<file path="src/rtl/fma16_arbiter.sv">
// fma16_arbiter: round-robin arbiter/sequencer sharing one combinational fma16
// datapath among NREQ requesters. Operands are registered onto the fma16 inputs
// and held for MC_CYCLES cycles (multicycle path), then the result and flags are
// captured and returned on a valid/ready response channel tagged with the
// requester id. A sticky accrued-flags register collects every captured flag set.
module fma16_arbiter #(
  parameter int unsigned NREQ      = 4,
  parameter int unsigned MC_CYCLES = 2,
  parameter int unsigned IDW       = $clog2(NREQ)
) (
  input  logic                 clk,
  input  logic                 reset_n,
  // request side
  input  logic [NREQ-1:0]      req_valid,
  output logic [NREQ-1:0]      req_ready,
  input  logic [16*NREQ-1:0]   req_x,
  input  logic [16*NREQ-1:0]   req_y,
  input  logic [16*NREQ-1:0]   req_z,
  input  logic [4*NREQ-1:0]    req_op,
  input  logic [2*NREQ-1:0]    req_rm,
  // response side
  output logic                 rsp_valid,
  input  logic                 rsp_ready,
  output logic [15:0]          rsp_result,
  output logic [3:0]           rsp_flags,
  output logic [IDW-1:0]       rsp_id,
  // shared fma16 datapath
  output logic [15:0]          fma_x,
  output logic [15:0]          fma_y,
  output logic [15:0]          fma_z,
  output logic                 fma_mul,
  output logic                 fma_add,
  output logic                 fma_negr,
  output logic                 fma_negz,
  output logic [1:0]           fma_rm,
  input  logic [15:0]          fma_result,
  input  logic [3:0]           fma_flags,
  // status
  output logic [3:0]           acc_flags,
  input  logic                 flag_clr,
  output logic                 busy
);

  // Counter must be at least one bit wide even when MC_CYCLES == 1.
  localparam int unsigned CW = (MC_CYCLES > 1) ? $clog2(MC_CYCLES) : 1;

  typedef enum logic [1:0] {
    StIdle,
    StExec,
    StResp
  } state_e;

  state_e          state_q, state_d;
  logic [IDW-1:0]  rr_q, rr_d;
  logic [CW-1:0]   cnt_q, cnt_d;

  logic [NREQ-1:0] rot_valid;
  logic [IDW-1:0]  grant;
  logic            grant_vld;
  logic            accept;
  logic            capture;
  logic            rsp_done;

  logic [15:0]     sel_x, sel_y, sel_z;
  logic [3:0]      sel_op;
  logic [1:0]      sel_rm;

  logic [15:0]     fma_x_q, fma_y_q, fma_z_q;
  logic [3:0]      fma_op_q;
  logic [1:0]      fma_rm_q;
  logic            rsp_valid_q;
  logic [15:0]     rsp_result_q;
  logic [3:0]      rsp_flags_q;
  logic [IDW-1:0]  rsp_id_q;
  logic [3:0]      acc_flags_q;

  // Rotate the valid vector so bit 0 is the current round-robin head.
  assign rot_valid = NREQ'({req_valid, req_valid} >> rr_q);

  // Grant: first valid requester at or after rr, wrapping modulo NREQ.
  always_comb begin
    int unsigned sum;
    grant     = '0;
    grant_vld = 1'b0;
    sum       = 0;
    for (int unsigned i = 0; i < NREQ; i++) begin
      if (!grant_vld && rot_valid[IDW'(i)]) begin
        sum = 32'(rr_q) + i;
        if (sum >= NREQ) sum = sum - NREQ;
        grant     = IDW'(sum);
        grant_vld = 1'b1;
      end
    end
  end

  // Operand mux for the granted requester.
  assign sel_x  = 16'(req_x >> {grant, 4'h0});
  assign sel_y  = 16'(req_y >> {grant, 4'h0});
  assign sel_z  = 16'(req_z >> {grant, 4'h0});
  assign sel_op = 4'(req_op >> {grant, 2'b00});
  assign sel_rm = 2'(req_rm >> {grant, 1'b0});

  // Ready is gated by reset_n so nothing is offered while reset is asserted.
  assign req_ready = (state_q == StIdle && grant_vld && reset_n) ?
                     (NREQ'(1) << grant) : '0;

  // Next-state logic and per-cycle strobes.
  always_comb begin
    state_d  = state_q;
    rr_d     = rr_q;
    cnt_d    = cnt_q;
    accept   = 1'b0;
    capture  = 1'b0;
    rsp_done = 1'b0;
    unique case (state_q)
      StIdle: begin
        if (grant_vld) begin
          accept  = 1'b1;
          state_d = StExec;
          cnt_d   = CW'(MC_CYCLES - 1);
          rr_d    = (grant == IDW'(NREQ - 1)) ? '0 : grant + IDW'(1);
        end
      end
      StExec: begin
        if (cnt_q == '0) begin
          capture = 1'b1;
          state_d = StResp;
        end else begin
          cnt_d = cnt_q - CW'(1);
        end
      end
      StResp: begin
        if (rsp_ready) begin
          rsp_done = 1'b1;
          state_d  = StIdle;
        end
      end
      default: state_d = StIdle;
    endcase
  end

  // Control state: FSM, round-robin pointer and hold counter.
  always_ff @(posedge clk or negedge reset_n) begin
    if (!reset_n) begin
      state_q <= StIdle;
      rr_q    <= '0;
      cnt_q   <= '0;
    end else begin
      state_q <= state_d;
      rr_q    <= rr_d;
      cnt_q   <= cnt_d;
    end
  end

  // fma16 input registers: loaded on accept, otherwise held (never cleared).
  always_ff @(posedge clk or negedge reset_n) begin
    if (!reset_n) begin
      fma_x_q  <= '0;
      fma_y_q  <= '0;
      fma_z_q  <= '0;
      fma_op_q <= '0;
      fma_rm_q <= '0;
    end else if (accept) begin
      fma_x_q  <= sel_x;
      fma_y_q  <= sel_y;
      fma_z_q  <= sel_z;
      fma_op_q <= sel_op;
      fma_rm_q <= sel_rm;
    end
  end

  // Response registers: id tagged at accept, data captured after the hold.
  always_ff @(posedge clk or negedge reset_n) begin
    if (!reset_n) begin
      rsp_valid_q  <= 1'b0;
      rsp_result_q <= '0;
      rsp_flags_q  <= '0;
      rsp_id_q     <= '0;
    end else begin
      if (accept) rsp_id_q <= grant;
      if (capture) begin
        rsp_result_q <= fma_result;
        rsp_flags_q  <= fma_flags;
        rsp_valid_q  <= 1'b1;
      end else if (rsp_done) begin
        rsp_valid_q  <= 1'b0;
      end
    end
  end

  // Sticky accrued flags; a clear coinciding with capture keeps the new flags.
  always_ff @(posedge clk or negedge reset_n) begin
    if (!reset_n) begin
      acc_flags_q <= '0;
    end else if (capture) begin
      acc_flags_q <= (flag_clr ? 4'b0000 : acc_flags_q) | fma_flags;
    end else if (flag_clr) begin
      acc_flags_q <= '0;
    end
  end

  assign fma_x      = fma_x_q;
  assign fma_y      = fma_y_q;
  assign fma_z      = fma_z_q;
  assign fma_mul    = fma_op_q[3];
  assign fma_add    = fma_op_q[2];
  assign fma_negr   = fma_op_q[1];
  assign fma_negz   = fma_op_q[0];
  assign fma_rm     = fma_rm_q;
  assign rsp_valid  = rsp_valid_q;
  assign rsp_result = rsp_result_q;
  assign rsp_flags  = rsp_flags_q;
  assign rsp_id     = rsp_id_q;
  assign acc_flags  = acc_flags_q;
  assign busy       = (state_q != StIdle);

endmodule

</file>
<file path="config.mk">
export PLATFORM = sky130hd
export DESIGN_NAME = fma16_arbiter
export DESIGN_NICKNAME = d
export VERILOG_FILES = /design/src/rtl/fma16_arbiter.sv
export SDC_FILE = /design/constraint.sdc
export NUM_CORES = 1
export LEC_CHECK = 0
export CAP_MARGIN = 10
export CORE_AREA = 3 3 127 129
export DETAILED_ROUTE_END_ITERATION = 7
export DIE_AREA = 0 0 130 132
export GPL_ROUTABILITY_DRIVEN = 0
export PLACE_DENSITY_LB_ADDON = 0.2
export SLEW_MARGIN = 20
export SYNTH_ARGS = -nofsm -noshare
export SYNTH_HDL_FRONTEND = slang
export SYNTH_SLANG_ARGS = --single-unit
</file>
<file path="constraint.sdc">
create_clock -name clk -period 2.3 [get_ports clk]
set_input_delay 0.46 -clock clk [delete_from_list [all_inputs] [get_ports clk]]
set_output_delay 0.46 -clock clk [all_outputs]
set_load 0.01 [all_outputs]
</file>
==> flow_results.org, run 1 <==
** Routing
- First-pass iteration count of the detailed router :: 4
- For this run, design rule violations remaining after detail routing come to 0.
- DRT Wirelength :: about 18,000 µm
- Dividing the detail-routed via count by the number of cells gives about 5.2.
- Dividing the detail-routed wire length by the instance count gives 20.1 µm.
- The count of nets left with antenna violations once routing finished came out at 0.
- After the first detailed-routing iteration, the DRC count stood at about 200.
- Routed via count :: between 4,000 and 5,000

** Place
- Buffers on Ports :: 329
- Once placement finished, the instance area stood at 8330 µm².
- After legalization and detailed placement, the total HPWL measured around 14,000 µm.

** Pwr
- In this run the static leakage power is 0.00370 µW.
- Clock power frac :: between 15 and 20%
- Overall power of the completed layout :: between 10,000 and 15,000 µW
- For this design the ratio of total power to cell area is approximately 1200 nW/µm².
- Part of the power in combinational logic :: 57.7%
- VDD sags by at most 0.000494 V.
- Sw frac :: 33.5%
- Internal power consumption :: around 7000 µW
- In this run, flip-flops and latches consume about a quarter of the power.
- The analysis attributes to net switching a power of about 3400 µW.

** Timing
- Period minus WS final :: about 2300 ps
- Period Utilization, post-route :: between 90% and 100%
- Setup repair after global routing could not meet its margin everywhere.
- Based on the critical path, the design can be clocked at up to about 0.44 GHz.
- The total count of hold-check failures in the final report was 0.
- Final setup viols :: 0
- For the pin with the worst max-slew slack, the measured transition is approximately 660 ps.
- The max-slew violation count is 0.
- Worst rel slew slack :: a little under three fifths
- Clock skew on the completed layout was measured at 6.58 ps.

** Final layout
- Fillers :: between 1,000 and 1,500
- Syn-to-layout area delta :: 87.6%
- Of the cells placed in the final design, the portion with a size suffix greater than 1 is between 20% and 30%.
- The finished cells cover around 9000 µm².
- At the end of the flow, the number of nets in the layout was approximately 950.
- 0 antenna diodes ended up in the layout.

** Synthesis
- Top cells by instance count after synthesis :: dfrtp_1 (86), a221o_1 (54), a22o_1 (54)
- Compound-Gate Fraction of Synth Area :: between 20 and 30%
- Each instance of the synthesized netlist takes up on average 12.8 µm².
- Of the post-synthesis cell area, the part taken by muxes is 19.5%.
- Summed over all instances, the cell type with the most area after synthesis is dfrtp_1.
- In the post-synthesis netlist, the cell with the most instances is dfrtp_1.
- Sorting the synthesized cells by area gives the leading types as dfrtp_1 (46%), a221o_1 (12%), mux2_4 (11%).
- Summing the areas of all and, or, nand and nor instances in the mapped netlist gives under 10% of the synthesized area.
- Flops & latches, synth :: 86
- Unique cell type count in the Yosys netlist :: 35
- Largest family of logic cells by synthesized area :: compound AO/OA/AOI/OAI gates
- Synthesized-area fraction occupied by xor and xnor cells :: 0%
- Post-synthesis cell count :: around 370
- Post-synthesis instance area :: about 4700 µm²
- Yosys mapped a number of flops with a built-in enable equal to 0.
- Share of flip-flops with an asynchronous set or reset after synthesis :: between 90% and 100%
- Counting every net in the synthesized netlist gives between 600 and 700.
- For this run, the leading register cell type out of synthesis is dfrtp_1.
- Yosys printed 0 warnings.
- Adder and majority cell fraction of the synthesized area :: less than 1%
- Area share of the leading cell type in the synthesized netlist :: between 40 and 50%
- Sequential element share of the synthesized area :: 46.1%

** Worst setup path
- Along the worst path, the maximum fanout reaches 3.
- Tracing the worst setup path back leads to its startpoint at rr_q[0].
- For the worst setup path, the data required time is 1840 ps.
- The worst setup path is of the reg2out kind.
- Slack of the worst reg-to-reg path :: ~50 ps
- Startpoint of the lowest-slack register-to-register path :: rr_q[0]
- Type of destination of the critical path :: primary output
- CP Launch Type :: flip-flop
- STA puts the critical path data arrival time at 1830 ps.

** Global routing
- Wire length of the first global-routing pass :: approximately 27,000 µm
- Entering global routing, the biggest net connects 52 pins.
- Via count of the first global-routing pass :: around 5,000
- Global routing used approximately a fifth of the available tracks.
- After global routing the overflow that remains totals 0.
- The number of antenna violations at the first check in global routing came to 0.

** Die
- Once the floorplan was initialized, standard cells occupied 30.8% of the core.
- Horizontal extent of the die :: ~130 µm
- The core region is about 15,000 µm².
- Overall die area :: roughly 17,000 µm²
- Number of top-level design ports :: 330
- Floorplan row count :: 45
- The die is around 130 µm tall.

** Clock tree
- For this design, the sink count on the clock tree is 86.
- Clock tree synthesis inserted a total of 9 buffers.
- The clock passes through at most 2 buffers.
- Insertion delay to the later sink of the worst-skew pair :: ~340 ps
- The H-tree was split into 3 levels.
- Cell at the root of the clock tree :: clkbuf_16
- Worst-path clk slew :: 60 ps
- TritonCTS clock tree :: built

** Job
- Max-cap violations in this run came to 0.

** Outcome
- Run status :: completed

** Min path
- Type of the most critical hold path :: in2async
-- final cells by class --
class | instances | area (µm²) | area share (%)
Clock buffer | 11 | 253 | 2.88
Clock inverter | 5 | 81.3 | 0.928
Inverter | 14 | 52.6 | 0.600
Multi-Input combinational cell | 235 | 2360 | 27.0
Sequential cell | 86 | 2150 | 24.6
Tap cell | 188 | 235 | 2.68
Timing Repair Buffer | 363 | 3620 | 41.4
-- through the flow --
step	hold WS [ps]	util [%]	setup WS [ps]	TNS (ps)	std cells
after floorplan	164	-	188	0	366
after global placement	463	55.0	-590	-23600	881
after detailed placement	481	55.0	-701	-30250	881
after CTS	210	57.6	-58.8	-58.8	901
after global routing	229	57.9	-48.7	-103	902
final	197	57.9	12.2	0	902
-- layout by cell type, fill, tap and decap left out, types with 3 or more instances in the layout --
cell type / n
o21ai_0: 13
dfrtp_1: 85
nand2_1: 9
nor2b_4: 3
buf_12: 8
dlygate4sd2_1: 3
buf_4: 27
a221o_1: 54
mux2_4: 33
a22o_1: 54
clkdlybuf4s50_1: 320
clkbuf_16: 9
buf_2: 3
mux2_1: 5
mux2_2: 32
nor2_1: 4
inv_1: 12
-- final timing paths --
| path | endpoint | cells past startpoint |
|---|---|---|
| max in group asynchronous | fma_y[6] | 2 |
| max reg2reg | fma_x[12] | 9 |
| min in group clk | rsp_id[1] | 1 |
| min | rsp_result[5] | 2 |
| min reg2reg | rsp_id[1] | 1 |
| max | req_ready[3] | 8 |
-- cells by family after synthesis --
logic type / after synthesis
AOI/OAI and AO/OA: 134
DFF: 86
muxes: 70
buffers and inverters: 45
and+or+nand+nor: 30
adders and majority gates: 1
-- per-layer routing --
metal	track usage, %	up-vias	share of wire, %
met5	0	-	0
met4	7.39	0	2.3
met3	6.36	30	8.2
met2	36.5	221	52
met1	22.3	2263	38
li1	-	2141	-
-- sequential cells by signal, indices dropped and copies added (netlist names), 4 cells and up --
name / cells
fma_x: 16
fma_y: 16
rsp_flags: 4
rsp_result: 16
fma_z: 16
fma_op_q: 4
acc_flags: 4
-- worst max-delay path: stages, from the launching register on --
cell and delay, ps:
dfrtp_1 410, buf_4 160, nor2b_4 190, a211oi_4 60, o22ai_4 130, inv_2 60, ha_1 190, and3_1 170
buf_2 140
-- what timing repair did --
action | 4_1_cts | 5_1_grt
endpoints found under the setup margin | 58 | 57
resized for setup | 30 | 12
hold endpoints to repair | 0 | 0
setup buffers | 4 | 1
pin swaps | 6 | 4
hold buffers | 0 | 0
gates cloned | 0 | 0
-- power by group through the flow --
stage	registers (µW)	clock network, µW	logic (µW)
after floorplan	3000	0	2830
after global placement	2710	0	5760
after detailed placement	2700	0	5880
after CTS	2720	1670	5940
after global routing	2800	1720	6360
final	2720	1630	5930
No activity file was read; power rests on OpenSTA's default activity.
==> inputs of run 2 (changes only) <==
--- a/config.mk
+++ b/config.mk
@@ -6,9 +6,9 @@
 export NUM_CORES = 1
 export LEC_CHECK = 0
 export CAP_MARGIN = 10
-export CORE_AREA = 3 3 127 129
+export CORE_AREA = 3 3 126 128
 export DETAILED_ROUTE_END_ITERATION = 7
-export DIE_AREA = 0 0 130 132
+export DIE_AREA = 0 0 129 131
 export GPL_ROUTABILITY_DRIVEN = 0
 export PLACE_DENSITY_LB_ADDON = 0.2
 export SLEW_MARGIN = 20
==> constraint.sdc (replaced) <==
create_clock -name clk -period 2.9 [get_ports clk]
set_input_delay 0.58 -clock clk [delete_from_list [all_inputs] [get_ports clk]]
set_output_delay 0.58 -clock clk [all_outputs]
set_load 0.01 [all_outputs]
==> flow_results.org, run 2 (synthesis results as in run 1) <==
** Outcome
- The flow ran to the end, and the final reports show no timing, DRC or antenna violations.

** Clock tree
- In this run, CTS created clock tree buffers numbering 9.
- Clock sink count :: 86
- Insertion delay to the later sink of the worst-skew pair :: between 300 and 400 ps
- Number of H-tree branching levels :: 3
- Counting along the longest clock path gives a buffer depth of 2.
- For this design, the CTS-stage hold fixing added 0 buffers.
- Worst-path clk slew :: approximately 60 ps
- Cell at the root of the clock tree :: clkbuf_16
- TritonCTS built the clock tree.
- Number of setup buffers added after CTS :: 0

** Place
- Input and output buffers added on the ports amount to approximately 330.
- Post-DP HPWL :: 13,400 µm
- Placed Cells incl. Taps :: approximately 870

** Timing
- Headroom to the max-slew limit came out at around 54%.
- Setup repair after global routing left no endpoint under its margin.
- Period minus WS final :: about 2700 ps
- Total count of hold-check failures in the final report :: 0
- Pins over their slew limit :: 0
- The worst path uses a little over nine tenths of the clock period.
- Final setup viols :: 0
- Across the routed clock network, the largest skew measured is approximately 9 ps.
- For the pin with the worst max-slew slack, the measured transition is ~700 ps.
- Fmax :: between 0.3 and 0.4 GHz

** Job
- Max_cap viols :: 0

** Routing
- Wires add up to ~18,000 µm.
- Routed via count :: roughly 4,600
- Average detailed-routed wire length per instance :: a little under 20 µm
- First-pass iteration count of the detailed router :: 4
- Post-detailed-route via-to-cell ratio :: 5.14
- In the routed design, unresolved DRC markers number 0.
- In this run the remaining antenna-violating nets after routing total 0.
- Number of design-rule violations left by the first detailed-router iteration :: about 210

** Global routing
- The total overflow left after global routing is 0.
- Largest net degree at the start of global routing :: 56
- In the global route stage, overall resource usage came out at about a fifth.
- Initial antenna violation count :: 0
- Via count of the first global-routing pass :: between 4,000 and 5,000
- The first global-routing pass estimated 26,000 µm of wire.

** Worst setup path
- Largest fanout of any net on the critical path :: 2
- The worst setup path is captured at a primary output.
- CP Class :: in2out
- Startpoint of the lowest-slack register-to-register path :: rr_q[0]
- The worst setup path is launched from an input port.
- Data on the critical path is required at its endpoint by between 2000 and 2500 ps.
- At the worst endpoint, the arrival time is ~2200 ps.
- The critical path starts at req_valid[3].

** Pwr
- Internal power consumption :: 5320 µW
- Overall power of the completed layout :: about 8000 µW
- In this run the power density over the cells is roughly 900 nW/µm².
- The clock network accounts for 16.8% of the total power.
- Sw frac :: ~33%
- For this design the total switching power over the nets is 2670 µW.
- Peak supply drop :: 0.000391 V
- Sequential cells account for approximately 27% of the total power.
- In this run the static leakage power is about 0.0037 µW.
- Part of the power in combinational logic :: between 50% and 60%

** Die
- Starting Density :: 31.2%
- Pin placement for this block handled 330 I/O pins.
- From bottom edge to top edge, the die measures 131 µm.
- Core box area :: ~15,000 µm²
- Overall die area :: roughly 17,000 µm²
- Row generation in the floorplan step produced between 40 and 50 rows.
- Horizontal extent of the die :: between 100 and 150 µm

** Final layout
- The final layout contains ~940 nets.
- Syn-to-layout area delta :: 84.5%
- Finished Layout Cells :: between 800 and 900
- Most common library cell in the layout ignoring fill and taps :: clkdlybuf4s50_1
- Final Util :: ~58%
- Cells with a size suffix above 1 make up 17.0% of the layout.
- Fill cells in the final layout number between 1,000 and 1,500.
- Antenna diode count :: 0
- The top cell types in the final layout, fill and taps aside, are clkdlybuf4s50_1 (321), dfrtp_1 (86), a22o_1 (54), a221o_1 (54), mux2_4 (33).

** Min path
- Type of the most critical hold path :: in2async
## run 2: cell types whose count changed in the layout (fill, tap and decap cells not counted), sizes merged
| cell | change |
|---|---|
| clkdlybuf4s50 | +1 |
| clkinv | +1 |
| dlygate4sd2 | +1 |
| inv | +1 |
| buf | -15 |
| bufinv | +1 |
| clkinvlp | -1 |
| dlymetal6s2s | +2 |
| clkbuf | -3 |
## run 2: power groups by stage
stage	registers (µW)	clock network, µW	logic [µW]
detailed placement	2160	0	4510
finish	2170	1340	4480
floorplan	2380	0	2240
global placement	2140	0	4450
global route	2240	1420	4830
CTS	2170	1380	4540
## run 2: per-layer routing
metal  track usage, %  up-vias  wire [µm]
met4             5.68        0        256
li1                 -     2111          -
met1             22.3     2227       6480
met5                0        -          0
met3             6.18       18       1470
met2             36.6      219       9440
## run 2: final cells by class
class / instances / area (µm²) / area share (%)
timing repair buffer: 351 / 3510 / 40.7
multi-input combinational: 235 / 2320 / 27.0
sequential: 86 / 2150 / 25.0
tap: 188 / 235 / 2.73
clock buffer: 9 / 225 / 2.61
clock inverter: 7 / 121 / 1.41
inverter: 14 / 52.6 / 0.610
## run 2: final timing paths
path / slack, ps / end / depth (start not counted)
hold reg to reg: 480 / rsp_id[1] / 1
setup reg to reg: 470 / fma_x[12] / 7
max in group asynchronous: 2010 / fma_y[3] / 2
setup / recovery: 170 / req_ready[3] / 8
min in group clk: 480 / rsp_id[1] / 1
hold / removal: 310 / rr_q[0] / 2
## run 2: through the flow
step | TNS (ps) | instance area (µm²) | worst slack (ps) | hold WS, ps
final | 0 | 8620 | 167 | 307
after CTS | 0 | 8610 | 1.88 | 315
after global placement | -2370 | 8240 | -244 | 461
after floorplan | 0 | 4670 | 548 | 284
after detailed placement | -6830 | 8240 | -350 | 469
after global routing | 0 | 8620 | 47.7 | 334
## run 2: what timing repair did
item | CTS | global route
endpoints found under the setup margin | 4 | 4
pin swaps | 1 | 1
gates cloned | 0 | 0
gates resized for setup | 12 | 3
## run 2: worst max-delay path, cell delays in order
cell	delay [ps]
clkdlybuf4s50_1	480
inv_1	60
a211oi_2	240
o22ai_4	110
inv_1	90
ha_1	170
and3_1	150
dlygate4sd2_1	270
==> inputs of run 3 (changes only) <==
--- a/config.mk
+++ b/config.mk
@@ -7,6 +7,7 @@
 export LEC_CHECK = 0
 export CAP_MARGIN = 10
 export CORE_AREA = 3 3 126 128
+export CTS_CLUSTER_SIZE = 20
 export DETAILED_ROUTE_END_ITERATION = 7
 export DIE_AREA = 0 0 129 131
 export GPL_ROUTABILITY_DRIVEN = 0
==> results of run 3 <==
The final DEF is identical to that of run 2; final timing and power are the same.
==> RTL change 1, RTL diff (settings of run 1) <==
Set the parameter `NREQ` to 2 (it was 4).
--- a/src/rtl/fma16_arbiter.sv
+++ b/src/rtl/fma16_arbiter.sv
@@ -4,7 +4,7 @@
 // captured and returned on a valid/ready response channel tagged with the
 // requester id. A sticky accrued-flags register collects every captured flag set.
 module fma16_arbiter #(
-  parameter int unsigned NREQ      = 4,
+  parameter int unsigned NREQ      = 2,
   parameter int unsigned MC_CYCLES = 2,
   parameter int unsigned IDW       = $clog2(NREQ)
 ) (
Interface: changed (8 resized); port bits go from 330 to 217. The function was not compared with the original's and may differ.
==> RTL change 1 against run 1 <==
- final area is 28% lower
- synthesized area is 23% lower
- via count is 31% lower
- setup slack improved by 0.070 ns
- critical path type is now input pin to output port
- total power decreased by 20%
- die area stayed put
- clock skew grew 0.0035 ns
- cell count decreased by 25%
- core utilization shrank 16 points
- sequential cell count decreased by 2
- highest routed layer is now met5
- wire length fell by 36%
- non-clock buffer count shrank 138
==> RTL change 1: results (changes against run 1) <==
\begin{tabular}{lr}
\hline
Metric & Value \\
\hline
\multicolumn{2}{l}{\textbf{Outcome}} \\
\quad Outcome & complete, no violations \\
\multicolumn{2}{l}{\textbf{Global route}} \\
\quad Wire length of the first global-routing pass & 18.0 mm (-34\%) \\
\quad Via count of the first global-routing pass & 3,413 (-32\%) \\
\multicolumn{2}{l}{\textbf{Worst setup path}} \\
\quad Crit Reg-Reg Endpoint & fma\_z[11] \\
\quad Start of the worst register-to-register path & state\_q[0] \\
\quad Launching instance or port of the critical path & req\_valid[0] \\
\quad Slack of the worst reg-to-reg path & 0.61 ns (+0.56 ns) \\
\multicolumn{2}{l}{\textbf{Pwr}} \\
\quad Combinational share of power & 48.7\% (-9.0 points) \\
\quad Share of total power consumed by net switching & 32.1\% (-1.4 points) \\
\multicolumn{2}{l}{\textbf{Placement}} \\
\quad Placed instance area & 5940 sq um (-29\%) \\
\quad Cell count after placement & 656 (-26\%) \\
\quad Placed wire-length estimate after detailed placement & 8.18 mm (-42\%) \\
\multicolumn{2}{l}{\textbf{Layout}} \\
\quad Count of non-CTS buffers in the layout & 225 (-38\%) \\
\quad Fillcell total & 1,414 (+12\%) \\
\quad Seq area share & 33.5\% (+9.0 points) \\
\quad Non-clock inverter total of the final layout & 3 (-11) \\
\quad Ratio of cells with drive above 1 in the final layout & 10.7\% (-9.3 points) \\
\quad Clock tree buffer count of the final layout & 9 (-2) \\
\quad Total number of nets in the final design & 613 (-36\%) \\
\quad FF+latch area & 2100 sq um (-2.4\%) \\
\multicolumn{2}{l}{\textbf{Synth}} \\
\quad Post-synthesis cell count & 269 (-27\%) \\
\quad Share of the yosys chip area belonging to registers & 58.4\% (+12 points) \\
\quad Distinct cell type count after synthesis & 21 (-40\%) \\
\multicolumn{2}{l}{\textbf{Routing}} \\
\quad Top layer in use & met5 \\
\quad Final wirelength & 11.6 mm (-36\%) \\
\quad Met2 wire length & 5.35 mm (-43\%) \\
\multicolumn{2}{l}{\textbf{Clock tree}} \\
\quad Total clock sinks & 84 (-2.3\%) \\
\multicolumn{2}{l}{\textbf{Timing}} \\
\quad Hold slack final & 0.223 ns (+0.0258 ns) \\
\quad Time the final worst path needs with I/O delays and setup & 2.22 ns (-0.0698 ns) \\
\quad Clock Skew & 0.0101 ns (+0.00348 ns) \\
\hline
\end{tabular}
[RTL change 1: changes by cell type in the layout (fill, tap and decap cells not counted), sizes merged, moves of 5 or more]
cell / change
nand2: -7
mux2: -50
o21a: +54
clkdlybuf4s50: -107
o21ai: -11
buf: -28
nand2b: +5
inv: -7
a22o: -50
[RTL change 1: kinds of logic (layout without fill, tap and decap cells)]
family                 after synthesis  after routing  synth area share (%)
AND/OR/NAND/NOR                     18             18                  2.64
AO/OA/AOI/OAI                      118            118                  28.1
multiplexers                        20             20                  6.25
buffers and inverters               29            244                  4.59
flip-flops                          84             84                  58.4
[RTL change 1: worst reg2reg max path, delay by kind of cell, from the launching register on]
| kind | cells | cell delay, ns |
|---|---|---|
| buf+inv | 1 | 0.49 |
| flops | 1 | 0.42 |
| compound gates | 1 | 0.34 |
| simple gates | 2 | 0.36 |
[RTL change 1: metal layers]
metal / up-vias / track usage (%)
li1: 1472 / -
met1: 1559 / 16.8
met2: 154 / 21.4
met3: 7 / 4.66
met4: 2 / 3.75
met5: - / 0
==> RTL change 2, RTL diff (config.mk and constraints of run 1) <==
Made on the original files. Register the output `rsp_flags` once more, with the module's reset; this adds one clock of latency there. The other outputs are not delayed to match.
--- a/src/rtl/fma16_arbiter.sv
+++ b/src/rtl/fma16_arbiter.sv
@@ -209,7 +209,13 @@
   assign fma_rm     = fma_rm_q;
   assign rsp_valid  = rsp_valid_q;
   assign rsp_result = rsp_result_q;
-  assign rsp_flags  = rsp_flags_q;
+  always_ff @(posedge clk or negedge reset_n) begin
+    if (!reset_n) begin
+      rsp_flags <= '0;
+    end else begin
+      rsp_flags <= rsp_flags_q;
+    end
+  end
   assign rsp_id     = rsp_id_q;
   assign acc_flags  = acc_flags_q;
   assign busy       = (state_q != StIdle);
Behaviour: not the same (Yosys sat finds a counterexample within 4 cycles, from zero or initial values and one cycle with reset_n low).
==> RTL change 2 against run 1 <==
- total power shrank 4.2%
- sequential cell count grew 4
- die area is the same
- synthesized area grew 4.8%
- sequential share of layout area grew 1.3 points
- wire length grew 1.6%
- setup slack gained 0.093 ns
- final area shrank 0.80%
- critical endpoint is now fma_rm[0]
==> RTL change 2: results (changes against run 1) <==
\begin{tabular}{lr}
\hline
Metric & Value \\
\hline
\multicolumn{2}{l}{\textbf{Outcome}} \\
\quad Outcome & complete, no violations \\
\multicolumn{2}{l}{\textbf{Synth}} \\
\quad Most instantiated cells after synthesis & sky130\_fd\_sc\_hd\_\_nand2\_1 (124), sky130\_fd\_sc\_hd\_\_mux2i\_1 (108), sky130\_fd\_sc\_hd\_\_dfrtp\_1 (90) \\
\quad Share of the yosys chip area belonging to registers & 46.0\% (-0.063 points) \\
\quad Distinct cell type count after synthesis & 33 (-5.7\%) \\
\quad Post-synthesis cell count & 457 (+25\%) \\
\quad Net Count, Synth & 702 (+15\%) \\
\multicolumn{2}{l}{\textbf{Timing}} \\
\quad Worst Max-Slew Pin Slew & 0.711 ns (+0.0555 ns) \\
\quad Hold slack final & 0.272 ns (+0.0750 ns) \\
\quad Clock Skew & 0.00424 ns (-0.00234 ns) \\
\multicolumn{2}{l}{\textbf{Worst setup path}} \\
\quad Slack of the worst reg-to-reg path & 0.11 ns (+0.06 ns) \\
\quad Data arrival time of the worst path & 2.42 ns (+0.59 ns) \\
\quad Crit Reg-Reg Endpoint & fma\_rm[0] \\
\quad Start of the worst register-to-register path & rr\_q[1] \\
\multicolumn{2}{l}{\textbf{Global route}} \\
\quad Via count of the first global-routing pass & 5,226 (+3.8\%) \\
\quad Total global-route track usage & 20.9\% (+0.55 points) \\
\quad Wire length of the first global-routing pass & 28.0 mm (+3.3\%) \\
\quad Pin count of the biggest net entering global routing & 53 (+1.9\%) \\
\multicolumn{2}{l}{\textbf{Pwr}} \\
\quad Highest ir drop seen on vdd & 0.651 mV (+32\%) \\
\quad Share of total power consumed by net switching & 37.9\% (+4.4 points) \\
\quad LEAKAGE & 3.82 nW (+3.3\%) \\
\multicolumn{2}{l}{\textbf{Routing}} \\
\quad Ratio of routed vias to standard cells & 4.93 (-4.4\%) \\
\quad First-pass DRT Iterations & 5 (+1) \\
\multicolumn{2}{l}{\textbf{Layout}} \\
\quad Total number of nets in the final design & 1,036 (+8.6\%) \\
\quad Fillcell total & 1,310 (+3.6\%) \\
\multicolumn{2}{l}{\textbf{Placement}} \\
\quad Cell count after placement & 965 (+9.5\%) \\
\quad Placed instance area & 8380 sq um (+0.62\%) \\
\hline
\end{tabular}
[RTL change 2: changes by cell type after synthesis, moves of 33 or more]
cell	before	now
sky130_fd_sc_hd__a221o_1	54	0
sky130_fd_sc_hd__a22o_1	54	0
sky130_fd_sc_hd__mux2_4	33	0
sky130_fd_sc_hd__mux2i_1	0	108
sky130_fd_sc_hd__nand2_1	10	124
sky130_fd_sc_hd__o221ai_1	0	53
[RTL change 2: how the worst max path moves through the flow]
stage	start	endpoint	slack (ns)	depth (start not counted)
global placement	req_valid[0]	fma_rm[0]	-0.48	8
detailed placement	req_valid[0]	fma_rm[0]	-0.58	8
CTS	state_q[0]	req_ready[0]	0.006	5
floorplan	req_valid[0]	req_ready[3]	0.23	7
finish	req_valid[1]	fma_rm[0]	0.11	8
global route	rr_q[1]	fma_op_q[0]	0.02	7
[RTL change 2: power groups by stage]
| stage | logic [W] | clock network [W] | registers (W) |
|---|---|---|---|
| after floorplan | 0.00263 | 0 | 0.00312 |
| after global placement | 0.00547 | 0 | 0.00279 |
| after detailed placement | 0.00561 | 0 | 0.00282 |
| after CTS | 0.00565 | 0.00149 | 0.00281 |
| after global routing | 0.00608 | 0.00157 | 0.00290 |
| final | 0.00559 | 0.00144 | 0.00280 |
[RTL change 2: routing by layer]
metal  wire (um)  up-vias  share of wire (%)  GRT usage, %
met5           0        -                  0             0
li1            -     2314                  -             -
met4         383        0                2.1          6.70
met1        7070     2319                 38          23.9
met2        9630      192                 52          37.5
met3        1350       28                7.3          5.63
[RTL change 2: layout make-up]
| cell class | count | area [sq um] | area share [%] |
|---|---|---|---|
| multi-input combinational | 325 | 2310 | 26.5 |
| timing repair buffer | 358 | 3590 | 41.3 |
| clock buffer | 9 | 225 | 2.59 |
| inverter | 7 | 26.3 | 0.302 |
| tap | 188 | 235 | 2.71 |
| clock inverter | 7 | 61.3 | 0.705 |
| sequential | 90 | 2250 | 25.9 |
[RTL change 2: worst max-delay path, cell delays in order]
cell and delay, ns:
sky130_fd_sc_hd__dlygate4sd2_1 0.27, sky130_fd_sc_hd__buf_4 0.16, sky130_fd_sc_hd__a21oi_1 0.18, sky130_fd_sc_hd__o22a_4 0.19, sky130_fd_sc_hd__buf_4 0.29, sky130_fd_sc_hd__buf_16 0.34
sky130_fd_sc_hd__mux2i_2 0.34, sky130_fd_sc_hd__o221ai_1 0.14
[RTL change 2: cells by family after synthesis]
family / share of synthesized area, %
DFF: 46.0
buffers and inverters: 7.72
and+or+nand+nor: 12.1
AOI/OAI and AO/OA: 11.9
muxes: 22.1
adders and majority gates: 0.256
[RTL change 2: repair_timing]
item	4_1_cts	5_1_grt
gates resized for setup	10	16
pin swaps	1	0
endpoints found under the setup margin	35	6
gates cloned	0	0
buffers inserted	3	0
